[src/rtl/microwave_timer_ctrl_if.sv]
// Front-panel bundle between keypad/tick sources and the cook timer: strobes and
// door level in, time digits and Moore status out.
interface microwave_timer_ctrl_if;
  logic       tick;
  logic       key_valid;
  logic [3:0] key_data;
  logic       start;
  logic       stop_clear;
  logic       door_closed;
  logic [3:0] min_tens;
  logic [3:0] min_ones;
  logic [3:0] sec_tens;
  logic [3:0] sec_ones;
  logic       heating;
  logic       done;
  logic [2:0] state;

  modport master (
    output tick, key_valid, key_data, start, stop_clear, door_closed,
    input  min_tens, min_ones, sec_tens, sec_ones, heating, done, state
  );

  modport slave (
    input  tick, key_valid, key_data, start, stop_clear, door_closed,
    output min_tens, min_ones, sec_tens, sec_ones, heating, done, state
  );
endinterface

[src/rtl/microwave_timer_ctrl.sv]
// Microwave cook timer: keypad MM:SS entry, 1 Hz BCD countdown, pause/resume and
// a timed end-of-cook indication. All outputs are registered or decode the state register.
module microwave_timer_ctrl #(
  parameter int DONE_TICKS     = 3,
  parameter int QUICK_SEC_TENS = 3
) (
  input logic                   clk,
  input logic                   clr,
  microwave_timer_ctrl_if.slave bus
);

  typedef enum logic [2:0] {
    IDLE   = 3'd0,
    ENTRY  = 3'd1,
    COOK   = 3'd2,
    PAUSED = 3'd3,
    DONE   = 3'd4
  } state_e;

  localparam int CW = (DONE_TICKS > 1) ? $clog2(DONE_TICKS) : 1;

  state_e        state_q, state_d;
  logic [3:0]    min_tens_q, min_ones_q, sec_tens_q, sec_ones_q;
  logic [3:0]    min_tens_d, min_ones_d, sec_tens_d, sec_ones_d;
  logic [CW-1:0] cnt_q, cnt_d;

  logic key_ok, time_nz, time_one, start_ok;
  logic do_clear, do_shift, do_load, do_dec;

  assign key_ok   = bus.key_valid && (bus.key_data <= 4'd9);
  assign time_nz  = {min_tens_q, min_ones_q, sec_tens_q, sec_ones_q} != 16'h0000;
  assign time_one = {min_tens_q, min_ones_q, sec_tens_q, sec_ones_q} == 16'h0001;
  // Entered times with a seconds-tens above 5 are not valid clock times.
  assign start_ok = bus.start && bus.door_closed && (sec_tens_q <= 4'd5) && time_nz;

  always_comb begin
    state_d  = state_q;
    cnt_d    = cnt_q;
    do_clear = 1'b0;
    do_shift = 1'b0;
    do_load  = 1'b0;
    do_dec   = 1'b0;
    case (state_q)
      IDLE: begin
        if (bus.stop_clear) do_clear = 1'b1;
        else if (bus.start && bus.door_closed) begin
          do_load = 1'b1;
          state_d = COOK;
        end else if (key_ok) begin
          do_shift = 1'b1;
          state_d  = ENTRY;
        end
      end
      ENTRY: begin
        if (bus.stop_clear) begin
          do_clear = 1'b1;
          state_d  = IDLE;
        end else if (start_ok) state_d = COOK;
        else if (key_ok) do_shift = 1'b1;
      end
      COOK: begin
        if (bus.stop_clear || !bus.door_closed) state_d = PAUSED;
        else if (bus.tick) begin
          do_dec = 1'b1;
          if (time_one) state_d = DONE;
        end
      end
      PAUSED: begin
        if (bus.stop_clear) begin
          do_clear = 1'b1;
          state_d  = IDLE;
        end else if (bus.start && bus.door_closed) state_d = COOK;
      end
      DONE: begin
        if (bus.stop_clear || !bus.door_closed) begin
          cnt_d   = '0;
          state_d = IDLE;
        end else if (bus.tick) begin
          if (cnt_q == CW'(DONE_TICKS - 1)) begin
            cnt_d   = '0;
            state_d = IDLE;
          end else cnt_d = cnt_q + 1'b1;
        end
      end
      default: state_d = IDLE;
    endcase
  end

  always_comb begin
    min_tens_d = min_tens_q;
    min_ones_d = min_ones_q;
    sec_tens_d = sec_tens_q;
    sec_ones_d = sec_ones_q;
    if (do_clear) begin
      min_tens_d = 4'd0;
      min_ones_d = 4'd0;
      sec_tens_d = 4'd0;
      sec_ones_d = 4'd0;
    end else if (do_load) begin
      min_tens_d = 4'd0;
      min_ones_d = 4'd0;
      sec_tens_d = 4'(QUICK_SEC_TENS);
      sec_ones_d = 4'd0;
    end else if (do_shift) begin
      min_tens_d = min_ones_q;
      min_ones_d = sec_tens_q;
      sec_tens_d = sec_ones_q;
      sec_ones_d = bus.key_data;
    end else if (do_dec) begin
      // Borrow chain; COOK never holds 00:00, so min_tens never underflows.
      if (sec_ones_q != 4'd0) sec_ones_d = sec_ones_q - 4'd1;
      else begin
        sec_ones_d = 4'd9;
        if (sec_tens_q != 4'd0) sec_tens_d = sec_tens_q - 4'd1;
        else begin
          sec_tens_d = 4'd5;
          if (min_ones_q != 4'd0) min_ones_d = min_ones_q - 4'd1;
          else begin
            min_ones_d = 4'd9;
            min_tens_d = min_tens_q - 4'd1;
          end
        end
      end
    end
  end

  always_ff @(posedge clk or posedge clr) begin
    if (clr) begin
      state_q    <= IDLE;
      cnt_q      <= '0;
      min_tens_q <= 4'd0;
      min_ones_q <= 4'd0;
      sec_tens_q <= 4'd0;
      sec_ones_q <= 4'd0;
    end else begin
      state_q    <= state_d;
      cnt_q      <= cnt_d;
      min_tens_q <= min_tens_d;
      min_ones_q <= min_ones_d;
      sec_tens_q <= sec_tens_d;
      sec_ones_q <= sec_ones_d;
    end
  end

  assign bus.min_tens = min_tens_q;
  assign bus.min_ones = min_ones_q;
  assign bus.sec_tens = sec_tens_q;
  assign bus.sec_ones = sec_ones_q;
  assign bus.state    = state_q;
  assign bus.heating  = (state_q == COOK);
  assign bus.done     = (state_q == DONE);

endmodule

[src/flat_wrapper.sv]
// flat-port wrapper written by rule: the top's interface ports become plain ports
module microwave_timer_ctrl_flat 
#(
  parameter int DONE_TICKS     = 3,
  parameter int QUICK_SEC_TENS = 3
)
  (clk, clr, bus_tick, bus_key_valid, bus_key_data, bus_start, bus_stop_clear, bus_door_closed, bus_min_tens, bus_min_ones, bus_sec_tens, bus_sec_ones, bus_heating, bus_done, bus_state);
  microwave_timer_ctrl_if bus_i ();
  input logic clk;
  input logic clr;
  input wire logic [$bits(bus_i.tick)-1:0] bus_tick;
  input wire logic [$bits(bus_i.key_valid)-1:0] bus_key_valid;
  input wire logic [$bits(bus_i.key_data)-1:0] bus_key_data;
  input wire logic [$bits(bus_i.start)-1:0] bus_start;
  input wire logic [$bits(bus_i.stop_clear)-1:0] bus_stop_clear;
  input wire logic [$bits(bus_i.door_closed)-1:0] bus_door_closed;
  output wire logic [$bits(bus_i.min_tens)-1:0] bus_min_tens;
  output wire logic [$bits(bus_i.min_ones)-1:0] bus_min_ones;
  output wire logic [$bits(bus_i.sec_tens)-1:0] bus_sec_tens;
  output wire logic [$bits(bus_i.sec_ones)-1:0] bus_sec_ones;
  output wire logic [$bits(bus_i.heating)-1:0] bus_heating;
  output wire logic [$bits(bus_i.done)-1:0] bus_done;
  output wire logic [$bits(bus_i.state)-1:0] bus_state;
  assign bus_i.tick = bus_tick;
  assign bus_i.key_valid = bus_key_valid;
  assign bus_i.key_data = bus_key_data;
  assign bus_i.start = bus_start;
  assign bus_i.stop_clear = bus_stop_clear;
  assign bus_i.door_closed = bus_door_closed;
  assign bus_min_tens = bus_i.min_tens;
  assign bus_min_ones = bus_i.min_ones;
  assign bus_sec_tens = bus_i.sec_tens;
  assign bus_sec_ones = bus_i.sec_ones;
  assign bus_heating = bus_i.heating;
  assign bus_done = bus_i.done;
  assign bus_state = bus_i.state;
  microwave_timer_ctrl #(.DONE_TICKS(DONE_TICKS), .QUICK_SEC_TENS(QUICK_SEC_TENS)) u_core (.clk(clk), .clr(clr), .bus(bus_i));
endmodule
[config.mk]
export PLATFORM = sky130hd
export DESIGN_NAME = microwave_timer_ctrl_flat
export DESIGN_NICKNAME = d
export VERILOG_FILES = /design/src/rtl/microwave_timer_ctrl_if.sv /design/src/rtl/microwave_timer_ctrl.sv /design/src/flat_wrapper.sv
export SDC_FILE = /design/constraint.sdc
export NUM_CORES = 1
export LEC_CHECK = 0
export BUFFER_PORTS_ARGS = -buffer_cell sky130_fd_sc_hd__buf_2
export CORE_ASPECT_RATIO = 0.5
export CORE_MARGIN = 3
export CORE_UTILIZATION = 55
export DETAILED_ROUTE_END_ITERATION = 6
export GPL_TIMING_DRIVEN = 0
export PLACE_DENSITY = 0.9
export REMOVE_ABC_BUFFERS = 1
export SLEW_MARGIN = 10
export SYNTH_ARGS = -nofsm -noshare
export SYNTH_HDL_FRONTEND = slang
export SYNTH_SLANG_ARGS = --single-unit
export TNS_END_PERCENT = 30
[constraint.sdc]
create_clock -name clk -period 2.36 [get_ports clk]
set_input_delay 0.118 -clock clk [delete_from_list [all_inputs] [get_ports clk]]
set_output_delay 0.118 -clock clk [all_outputs]
set_load 0.01 [all_outputs]
==> results of run 1 <==
-- worst max-delay path by stage --
stage | slack (ns) | cells after the start | end
5_1_grt | -0.03 | 5 | u_core.bus.sec_ones[1]$_DFFE_PP0P_
4_1_cts | -0.02 | 7 | u_core.bus.sec_tens[0]$_DFFE_PP0P_
2_1_floorplan | 0.32 | 7 | u_core.bus.sec_tens[0]$_DFFE_PP0P_
6_report | 0.1 | 7 | u_core.bus.sec_ones[1]$_DFFE_PP0P_
3_5_place_dp | -0.003 | 7 | u_core.bus.sec_tens[0]$_DFFE_PP0P_
3_3_place_gp | 0.06 | 7 | u_core.bus.sec_tens[0]$_DFFE_PP0P_
-- critical path: cells and delay by family (launching register included) --
| kind | cells | cell delay (ns) |
|---|---|---|
| AOI/OAI and AO/OA | 1 | 0.29 |
| buffers and inverters | 1 | 0.07 |
| adders and majority gates | 1 | 0.13 |
| muxes | 1 | 0.37 |
| DFF | 1 | 0.41 |
| and+or+nand+nor | 3 | 0.88 |
-- power groups by stage --
stage / Combinational (mW) / Clock (mW) / Sequential [mW]
after global routing: 1.26 / 0.265 / 0.699
after CTS: 1.08 / 0.246 / 0.669
after floorplan: 0.731 / 0 / 0.678
final: 1.16 / 0.239 / 0.679
after global placement: 1.02 / 0 / 0.663
after detailed placement: 1.06 / 0 / 0.672
-- state kept, by name, indices dropped and copies added, names as in the netlist --
| register | cells |
|---|---|
| u_core.bus.sec_tens | 4 |
| u_core.bus.min_ones | 4 |
| u_core.bus.sec_ones | 4 |
| u_core.bus.state | 3 |
| u_core.bus.min_tens | 4 |
| u_core.cnt_q | 2 |
-- cell usage in the layout, fill, tap and decap left out, types with 2 or more instances in the layout --
master | Yosys | final
o22ai_1 | 3 | 3
nand3_1 | 7 | 7
nand2b_1 | 2 | 2
and3b_1 | 2 | 2
mux2_1 | 5 | 5
buf_2 | 3 | 31
o31ai_1 | 8 | 8
o211ai_1 | 3 | 3
nor2_1 | 4 | 4
clkbuf_8 | 0 | 3
a21oi_1 | 8 | 8
o21a_1 | 2 | 2
a2bb2oi_1 | 2 | 2
o21ai_1 | 4 | 4
xnor2_1 | 5 | 5
or3_1 | 3 | 3
nand2_1 | 8 | 8
dfrtp_1 | 21 | 21
nor3_1 | 10 | 10
o21ai_0 | 6 | 6
or3_4 | 2 | 2
nor4_1 | 3 | 3
nor4_4 | 2 | 2
a211oi_1 | 3 | 3
inv_1 | 9 | 9
or3b_1 | 2 | 2
-- metal layers --
| metal | up-vias | track usage [%] |
|---|---|---|
| li1 | 699 | - |
| met1 | 703 | 30.6 |
| met2 | 53 | 36.8 |
| met3 | 8 | 5.08 |
| met4 | 0 | 5.96 |
| met5 | - | 0 |
-- area by class of cell --
type	instances	area share (%)
well taps	37	2.58
repair buffers	32	9.08
multi-input cells	127	54.6
inverters	9	1.89
flip-flops and latches	21	29.3
clock buffers	4	2.51
-- stage by stage --
step / hold slack, ns / util (%) / std cells / total power [mW]
after floorplan: 0.0945 / - / 157 / 1.41
after global placement: 0.294 / 64.4 / 225 / 1.68
after detailed placement: 0.315 / 64.4 / 225 / 1.73
after CTS: 0.0221 / 66.0 / 229 / 1.99
after global routing: 0.0812 / 67.2 / 230 / 2.22
final: -0.00488 / 67.2 / 230 / 2.08
-- cells by family after synthesis --
group	after synthesis
adder cells (fa/ha/maj)	1
multiplexers	6
buffers and inverters	19
flip-flops	21
AO/OA/AOI/OAI	52
XOR/XNOR	6
AND/OR/NAND/NOR	62
-- repair_timing --
item,CTS,global route
setup buffers,0,1
pin swaps,0,2
gates resized for setup,0,3
setup endpoints to repair,1,11
==> out/qor.yml, run 1 <==
run_status:
  status: "finished with violations"
  violations: "negative hold slack"
timing:
  tns_ns: 0
  hold_ws_ns: -0.00488
  hold_viol: 16
  drv_slew: 0
  slew_headroom_pct: 46.4
  layout_min_cycle_time_ns: 2.26
  fin_skew_ns: 0.00162
  tightest_slew_ns: 0.803
  fmax_mhz: 442
  fin_crit_sh_pct: 95.9
  setup_violations: 0
  finalWorstSetupSlack_ns: 0.0974
synthesis:
  synth_edf_count: 0
  seq_area_frac_synth_pct: 33.0
  syn_area_um2: 1590
  synth_compound_area_share_pct: 23.7
  synthMuxAreaShare_pct: 4.17
  synth_common_cells: "dfrtp_1, nor3_1, inv_1"
  synth_cell_types: 59
  synth_top_family_by_area: "simple AND/OR/NAND/NOR gates"
  postSynthAreaPerCell_um2: 9.52
  yosysWarnings: 0
  synth_top_area_share_pct: 33.0
  yosys_register_bits: 21
  synth_xor_area_share_pct: 3.30
  synth_top_flop_cell: "dfrtp_1"
  yosys.area_share.simple_pct: 28.2
  synth_fa_ha_area_share_pct: 0.787
  synth_async_sr_flop_share_pct: 100
  synth_area_leaders: "dfrtp_1, o31ai_1, mux2_1"
  synth_most_common_cell: "dfrtp_1"
  yosysTopAreaCell: "dfrtp_1"
  netlist_instances: 167
global_routing:
  grt_pass1_wl_um: 6150
  grt_usage_pct: 22.5
  grt_pass1_vias: 1291
  grt_overflow: 0
  antenna_found_initial: 0
  grt_max_degree: 22
floorplanning:
  die-area_um2: 3610
  rows: 13
  fp.coreArea_um2: 2670
  start_util_pct: 59.6
  die_x_um: 82.0
  num_io_pins: 32
  die_h_um: 44.0
critical_path:
  regToRegStartpoint: "u_core.bus.min_tens[0]$_DFFE_PP0P_"
  cp.required_ns: 2.51
  critPathKind: "reg -> reg"
  crit_path_top_delay_cell: "or3b_1"
  reg2reg_depth: 7
  critPathMaxStageDelay_ns: 0.44
  cp-end-kind: "flip-flop"
  r2r-end: "u_core.bus.sec_ones[1]$_DFFE_PP0P_"
  crit_start: "u_core.bus.min_tens[0]$_DFFE_PP0P_"
  path_cells: "inv_1, ha_1, or3b_1, nor3_4, a311o_2, nand2_4, mux2_1"
  crit_arrival_ns: 2.41
  crit_fanout: 13
  start_kind: "flip-flop"
  reg2reg_setup_slack_ns: 0.1
clocking:
  tritoncts: "done"
  cts_buffer_depth: 2
  ctsHtreeMaxLevel: 1
  cts_sinks: 21
  ctsHoldBuffers: 0
  cts_root_buffer: "clkbuf_8"
  clk_pin_slew_ns: 0.07
  cts_buffers: 3
  insertion_delay_ns: 0.26
routing:
  wl_met2_um: 1910
  met3_length_um: 222
  vias: 1463
  wl_per_cell_um: 17.2
  dr.pass1.iters: 4
  finalWirelength_um: 3960
  drcViolationCount: 0
  top_layer: "met4"
  postRouteAntennaNets: 0
  first_iter_violations: 184
  vias_per_cell: 6.36
  m1WireLength_um: 1770
finish:
  fillers: 214
  syn2layout_area_growth_pct: 12.7
  drive_above_1_share_pct: 26.9
  multiInputGateArea_um2: 978
  design_area_um2: 1790
  diodes: 0
  seq_area_um2: 526
  final_nets: 206
power:
  swShare_pct: 47.9
  internal_power_mw: 1.08
  power_frac_seq_pct: 32.7
  p_comb_share_pct: 55.8
  p_sw_mw: 0.996
  ir_drop_v: 0.000535
  power.leakage_nw: 0.767
  p_per_area_nw_per_um2: 1160
  pwr-share-clk_pct: 11.5
placed_design:
  hpwlAfterDp_um: 2760
  postPlaceCellArea_um2: 1720
  port-buffer-count: 31
  pre_cts_ws_ns: -0.00289
  gp_congestion: 0.904
min_path:
  hold_class: "in -> async"
job:
  drv_cap: 0
(Power assumes the default switching activity.)
==> run 2: changes to the inputs <==
- GPL_TIMING_DRIVEN: 0 -> default
==> run 2 against run 1 <==
The run still ends with negative hold slack left. Maximum frequency fell by 2.8%. Worst setup slack worse by 0.065 ns. Via count rose by 3.1%. Largest power group unchanged. Global-route usage is 0.059 points lower. Sequential power down 6.8%. Wire length is 5.1% lower.
==> out/qor.yml, run 2 (synthesized netlist as in run 1, its figures left out) <==
clocking:
  ctsHtreeMaxLevel: 1  # unchanged
  clk_pin_slew_ns: 0.07  # about the same
  cts_buffer_depth: 2  # unchanged
  ctsHoldBuffers: 0  # unchanged
  cts_buffers: 3  # unchanged
  cts_setup_buffers: 0  # unchanged
  postCtsResizedCells: 0  # unchanged
  insertion_delay_ns: 0.26  # about the same
  cts_sinks: 21  # unchanged
  cts_root_buffer: "clkbuf_8"
  tritoncts: "done"
routing:
  finalWirelength_um: 3760  # -5.1%
  dr.pass1.iters: 6  # +2
  vias_per_cell: 6.39  # +0.52%
  drcViolationCount: 0  # unchanged
  wl_per_cell_um: 15.9  # -7.5%
  vias: 1509  # +3.1%
  postRouteAntennaNets: 0  # unchanged
  first_iter_violations: 126  # -32%
power:
  power.leakage_nw: 0.792  # +3.3%
  p_per_area_nw_per_um2: 1110  # -4.7%
  power.total_mw: 2.01  # -3.5%
  ir_drop_v: 0.000592  # +11%
floorplanning:
  fp.coreArea_um2: 2670  # unchanged
  start_util_pct: 59.6  # unchanged
  die-area_um2: 3610  # unchanged
  num_io_pins: 32  # unchanged
  die_h_um: 44.0  # unchanged
  die_x_um: 82.0  # unchanged
  rows: 13  # unchanged
placed_design:
  port-buffer-count: 31  # unchanged
  postPlaceCellArea_um2: 1770  # +3.1%
  gp_congestion: 0.883  # -2.3%
  placedCellCount: 232  # +3.1%
  hpwlAfterDp_um: 2820  # +2.2%
critical_path:
  cp-end-kind: "flip-flop"
  crit_arrival_ns: 2.48  # +0.07 ns
  worst-path-buf-inv: 1  # unchanged
  cp.required_ns: 2.51  # about the same
  critPathKind: "reg -> reg"
  critPathTopFamily: "compound AO/OA/AOI/OAI gates"
  critPathMaxStageDelay_ns: 0.78  # +0.34 ns
  crit_path_top_delay_cell: "a311oi_2"
  start_kind: "flip-flop"
  path_cells: "inv_1, ha_1, or3b_1, nor3_2, a311oi_2, o21ai_0, o221a_1"
  crit_fanout: 13  # unchanged
min_path:
  hold_class: "in -> async"
finish:
  design_area_um2: 1810  # +1.3%
  syn2layout_area_growth_pct: 14.1
  multiInputGateArea_um2: 956  # -2.3%
  layout_commonest_cell: "buf_2"
  seq_area_um2: 526  # unchanged
  stdcell_count: 236  # +2.6%
  fillers: 223  # +4.2%
  drive_above_1_share_pct: 29.1  # +2.2 points
  diodes: 0  # unchanged
  final_nets: 212  # +2.9%
  layout_common_cells: "buf_2, dfrtp_1, nor3_1"
run_status:
  status: "finished with violations"
  violations: "negative hold slack"
timing:
  fmax_mhz: 430  # -2.8%
  rsz0062_at_grt: "true"
  slew_headroom_pct: 41.9  # -4.4 points
  fin_skew_ns: 0.00184  # +0.000222 ns
  tightest_slew_ns: 0.871  # +0.0676 ns
  layout_min_cycle_time_ns: 2.33  # +0.0646 ns
  setup_violations: 0  # unchanged
  drv_slew: 0  # unchanged
  hold_viol: 21  # +5
  hold_ws_ns: -0.0102  # -0.00530 ns
  fin_crit_sh_pct: 98.6  # +2.7 points
global_routing:
  antenna_found_initial: 0  # unchanged
  grt_pass1_vias: 1399  # +8.4%
  grt_pass1_wl_um: 6290  # +2.2%
  grt_max_degree: 22  # unchanged
  grt_overflow: 0  # unchanged
  grt_usage_pct: 22.4  # -0.059 points
job:
  drv_cap: 0  # unchanged
run 2: cell count changes in the layout (fill, tap and decap cells not counted), sizes merged:
cell / before / now
buf: 32 / 38
run 2: power breakdown:
part           switching [mW]  internal, mW  total [mW]  leakage (nW)
sequential              0.167         0.466       0.633         0.284
combinational           0.648         0.487        1.13         0.486
clock                   0.117         0.121       0.238        0.0228
total                   0.933          1.07        2.01         0.792
run 2: worst paths after layout:
kind,from,to,slack (ns),cells after the start
max,u_core.bus.min_tens[0]$_DFFE_PP0P_,u_core.bus.sec_tens[0]$_DFFE_PP0P_,0.03,7
min,clr,u_core.bus.min_ones[3]$_DFFE_PP0P_,-0.01,2
max reg2reg,u_core.bus.min_tens[0]$_DFFE_PP0P_,u_core.bus.sec_tens[0]$_DFFE_PP0P_,0.03,7
min reg2reg,u_core.cnt_q[0]$_DFFE_PP0P_,u_core.cnt_q[0]$_DFFE_PP0P_,0.50,1
max in group asynchronous,clr,u_core.bus.sec_tens[3]$_DFFE_PP0P_,1.88,2
min in group clk,bus_key_data[3],u_core.bus.sec_ones[3]$_DFFE_PP0P_,0.08,2
run 2: area by class of cell:
class                   count  share of cell area, %
multi-input cells         127                   52.7
flip-flops and latches     21                   29.0
repair buffers             38                   11.4
well taps                  37                   2.55
clock buffers               4                   2.48
inverters                   9                   1.86
run 2: metal layers:
| metal | GRT usage [%] | up-vias | wire length (um) |
|---|---|---|---|
| met5 | 0 | - | 11 |
| met4 | 6.29 | 2 | 50 |
| met3 | 4.27 | 10 | 320 |
| met1 | 32.8 | 714 | 1670 |
| li1 | - | 708 | - |
| met2 | 34.3 | 75 | 1710 |
run 2: through the flow:
stage                     setup TNS (ns)  utilization [%]  setup WS (ns)
final                                  0             68.0         0.0329
after global placement                 0             66.3          0.204
after detailed placement               0             66.3         0.0344
after floorplan                        0                -          0.322
after global routing              -0.129             68.0        -0.0620
after CTS                              0             68.0         0.0206
==> run 3: changes to the inputs <==
- MAX_ROUTING_LAYER: default -> met4
==> run 3 against run 2 <==
Non-clock buffer count did not move. Critical path type unchanged. Largest cell class unchanged. Die area did not move. Critical path depth did not move. Register-to-register slack barely moved. Clock skew barely moved. Via count fell by 0.27%. Critical endpoint unchanged. Maximum frequency fell by 0.12%. Flip-flop and latch count did not move. Power fell by 0.15%. The flow still finishes with violations (negative hold slack). Final cell count did not move.
==> out/qor.yml, run 3 (synthesized netlist as in run 1, its figures left out) <==
timing:
  finalWorstSetupSlack_ns: 0.0300  # -0.00287 ns
  hold_viol: 19  # -9.5%
  setup_violations: 0  # unchanged
  layout_min_cycle_time_ns: 2.33  # +0.00287 ns
  rsz0062_at_grt: "true"
  tightest_slew_ns: 0.871  # +0.000277 ns
  slew_headroom_pct: 41.9  # about the same
  drv_slew: 0  # unchanged
  fin_crit_sh_pct: 98.7  # +0.12 points
  fmax_mhz: 429  # -0.12%
  hold_ws_ns: -0.00386  # +0.00632 ns
  tns_ns: 0  # unchanged
  fin_skew_ns: 0.00198  # +0.000135 ns
placed_design:
  hpwlAfterDp_um: 2820  # unchanged
  port-buffer-count: 31  # unchanged
  pre_cts_ws_ns: 0.0344  # unchanged
  postPlaceCellArea_um2: 1770  # unchanged
  placedCellCount: 232  # unchanged
  gp_congestion: 0.898  # +1.7%
global_routing:
  top_usage_layer: "met2"
  grt_usage_pct: 23.2  # +0.72 points
  grt_util_met1_pct: 32.8  # unchanged
  grt_max_degree: 22  # unchanged
  antenna_found_initial: 0  # unchanged
  gr-usage-met2_pct: 34.3  # unchanged
  use_met3_pct: 4.27  # unchanged
  grt_overflow: 0  # unchanged
  grt_pass1_vias: 1394  # -0.36%
  grt_pass1_wl_um: 6300  # +0.22%
finish:
  diodes: 0  # unchanged
  final_nets: 212  # unchanged
  layout_commonest_cell: "buf_2"
  stdcell_count: 236  # unchanged
  layout_common_cells: "buf_2, dfrtp_1, nor3_1"
  drive_above_1_share_pct: 29.1  # unchanged
  design_area_um2: 1810  # unchanged
  syn2layout_area_growth_pct: 14.1  # unchanged
power:
  p_per_area_nw_per_um2: 1100  # -0.15%
  ir_drop_v: 0.000590  # -0.35%
  swShare_pct: 46.4  # -0.063 points
  p_sw_mw: 0.930  # -0.28%
  power.leakage_nw: 0.792  # unchanged
  pwr-share-clk_pct: 11.7  # -0.2 points
  p_comb_share_pct: 56.7  # about the same
  power_frac_seq_pct: 31.6  # about the same
  internal_power_mw: 1.07  # about the same
routing:
  first_iter_violations: 130  # +3.2%
  drcViolationCount: 0  # unchanged
  wl_per_cell_um: 15.8  # -0.64%
  vias: 1505  # -0.27%
  vias_per_cell: 6.38  # -0.27%
  finalWirelength_um: 3740  # -0.64%
  postRouteAntennaNets: 0  # unchanged
  dr.pass1.iters: 7  # +1
run_status:
  status: "finished with violations"
  violations: "negative hold slack"
critical_path:
  regToRegStartpoint: "u_core.bus.min_tens[0]$_DFFE_PP0P_"
  crit_fanout: 13  # unchanged
  reg2reg_depth: 7  # unchanged
  cp-end-kind: "flip-flop"
  reg2reg_setup_slack_ns: 0.03  # about the same
  path_cells: "inv_1, ha_1, or3b_1, nor3_2, a311oi_2, o21ai_0, o221a_1"
  crit_path_top_delay_cell: "a311oi_2"
  start_kind: "flip-flop"
  crit_arrival_ns: 2.48  # about the same
  critPathKind: "reg -> reg"
  critPathMaxStageDelay_ns: 0.78  # about the same
  cp.required_ns: 2.51  # about the same
  r2r-end: "u_core.bus.sec_tens[0]$_DFFE_PP0P_"
floorplanning:
  die-area_um2: 3610  # unchanged
  die_h_um: 44.0  # unchanged
  die_x_um: 82.0  # unchanged
  rows: 13  # unchanged
  fp.coreArea_um2: 2670  # unchanged
  num_io_pins: 32  # unchanged
  start_util_pct: 59.6  # unchanged
clocking:
  insertion_delay_ns: 0.26  # about the same
  tritoncts: "done"
  clk_pin_slew_ns: 0.07  # about the same
  cts_root_buffer: "clkbuf_8"
  ctsHoldBuffers: 0  # unchanged
  postCtsResizedCells: 0  # unchanged
  cts_setup_buffers: 0  # unchanged
  ctsHtreeMaxLevel: 1  # unchanged
  cts_buffer_depth: 2  # unchanged
  cts_sinks: 21  # unchanged
  cts_buffers: 3  # unchanged
job:
  drv_cap: 0  # unchanged
min_path:
  hold_class: "in -> async"
[run 3: power groups by stage]
stage          Combinational (mW)  Clock, mW  Sequential, mW
4_1_cts                      1.13      0.244           0.632
5_1_grt                      1.25      0.259           0.652
2_1_floorplan               0.731          0           0.678
6_report                     1.14      0.234           0.634
3_3_place_gp                 1.10          0           0.630
3_5_place_dp                 1.13          0           0.636
[run 3: worst max-delay path by stage]
stage                                                   from                                 end  slack, ns  cells after the start
final                     u_core.bus.min_tens[0]$_DFFE_PP0P_  u_core.bus.sec_tens[0]$_DFFE_PP0P_       0.03                      7
after global routing      u_core.bus.min_tens[0]$_DFFE_PP0P_  u_core.bus.sec_tens[0]$_DFFE_PP0P_      -0.06                      7
after CTS                 u_core.bus.min_tens[0]$_DFFE_PP0P_  u_core.bus.sec_tens[0]$_DFFE_PP0P_       0.02                      7
after detailed placement  u_core.bus.min_tens[0]$_DFFE_PP0P_  u_core.bus.sec_tens[0]$_DFFE_PP0P_       0.03                      7
after global placement    u_core.bus.min_tens[0]$_DFFE_PP0P_  u_core.bus.sec_tens[0]$_DFFE_PP0P_       0.20                      7
after floorplan           u_core.bus.min_tens[0]$_DFFE_PP0P_  u_core.bus.sec_tens[0]$_DFFE_PP0P_       0.32                      7
[run 3: per-layer routing]
| layer | wire length [um] | part of all wire [%] |
|---|---|---|
| met3 | 287 | 7.7 |
| met4 | 36 | 0.96 |
| met5 | 0 | 0 |
| met1 | 1690 | 45 |
| met2 | 1730 | 46 |
[run 3: metrics by stage]
stage	utilization, %	power, mW
floorplan	-	1.41
global placement	66.3	1.73
detailed placement	66.3	1.76
CTS	68.0	2.01
global route	68.0	2.16
finish	68.0	2.00
[run 3: cell type report]
cell class | instances | area (um^2)
clock buffer | 4 | 45.0
fill | 223 | 853
inverter | 9 | 33.8
multi-input combinational | 127 | 956
sequential | 21 | 526
tap | 37 | 46.3
timing repair buffer | 38 | 208
[run 3: critical path, delay by kind of cell, from the launching register on]
kind,cells,cell delay (ns)
AO/OA/AOI/OAI,3,1.27
adder cells (fa/ha/maj),1,0.19
buffers and inverters,1,0.08
flip-flops,1,0.39
AND/OR/NAND/NOR,2,0.28
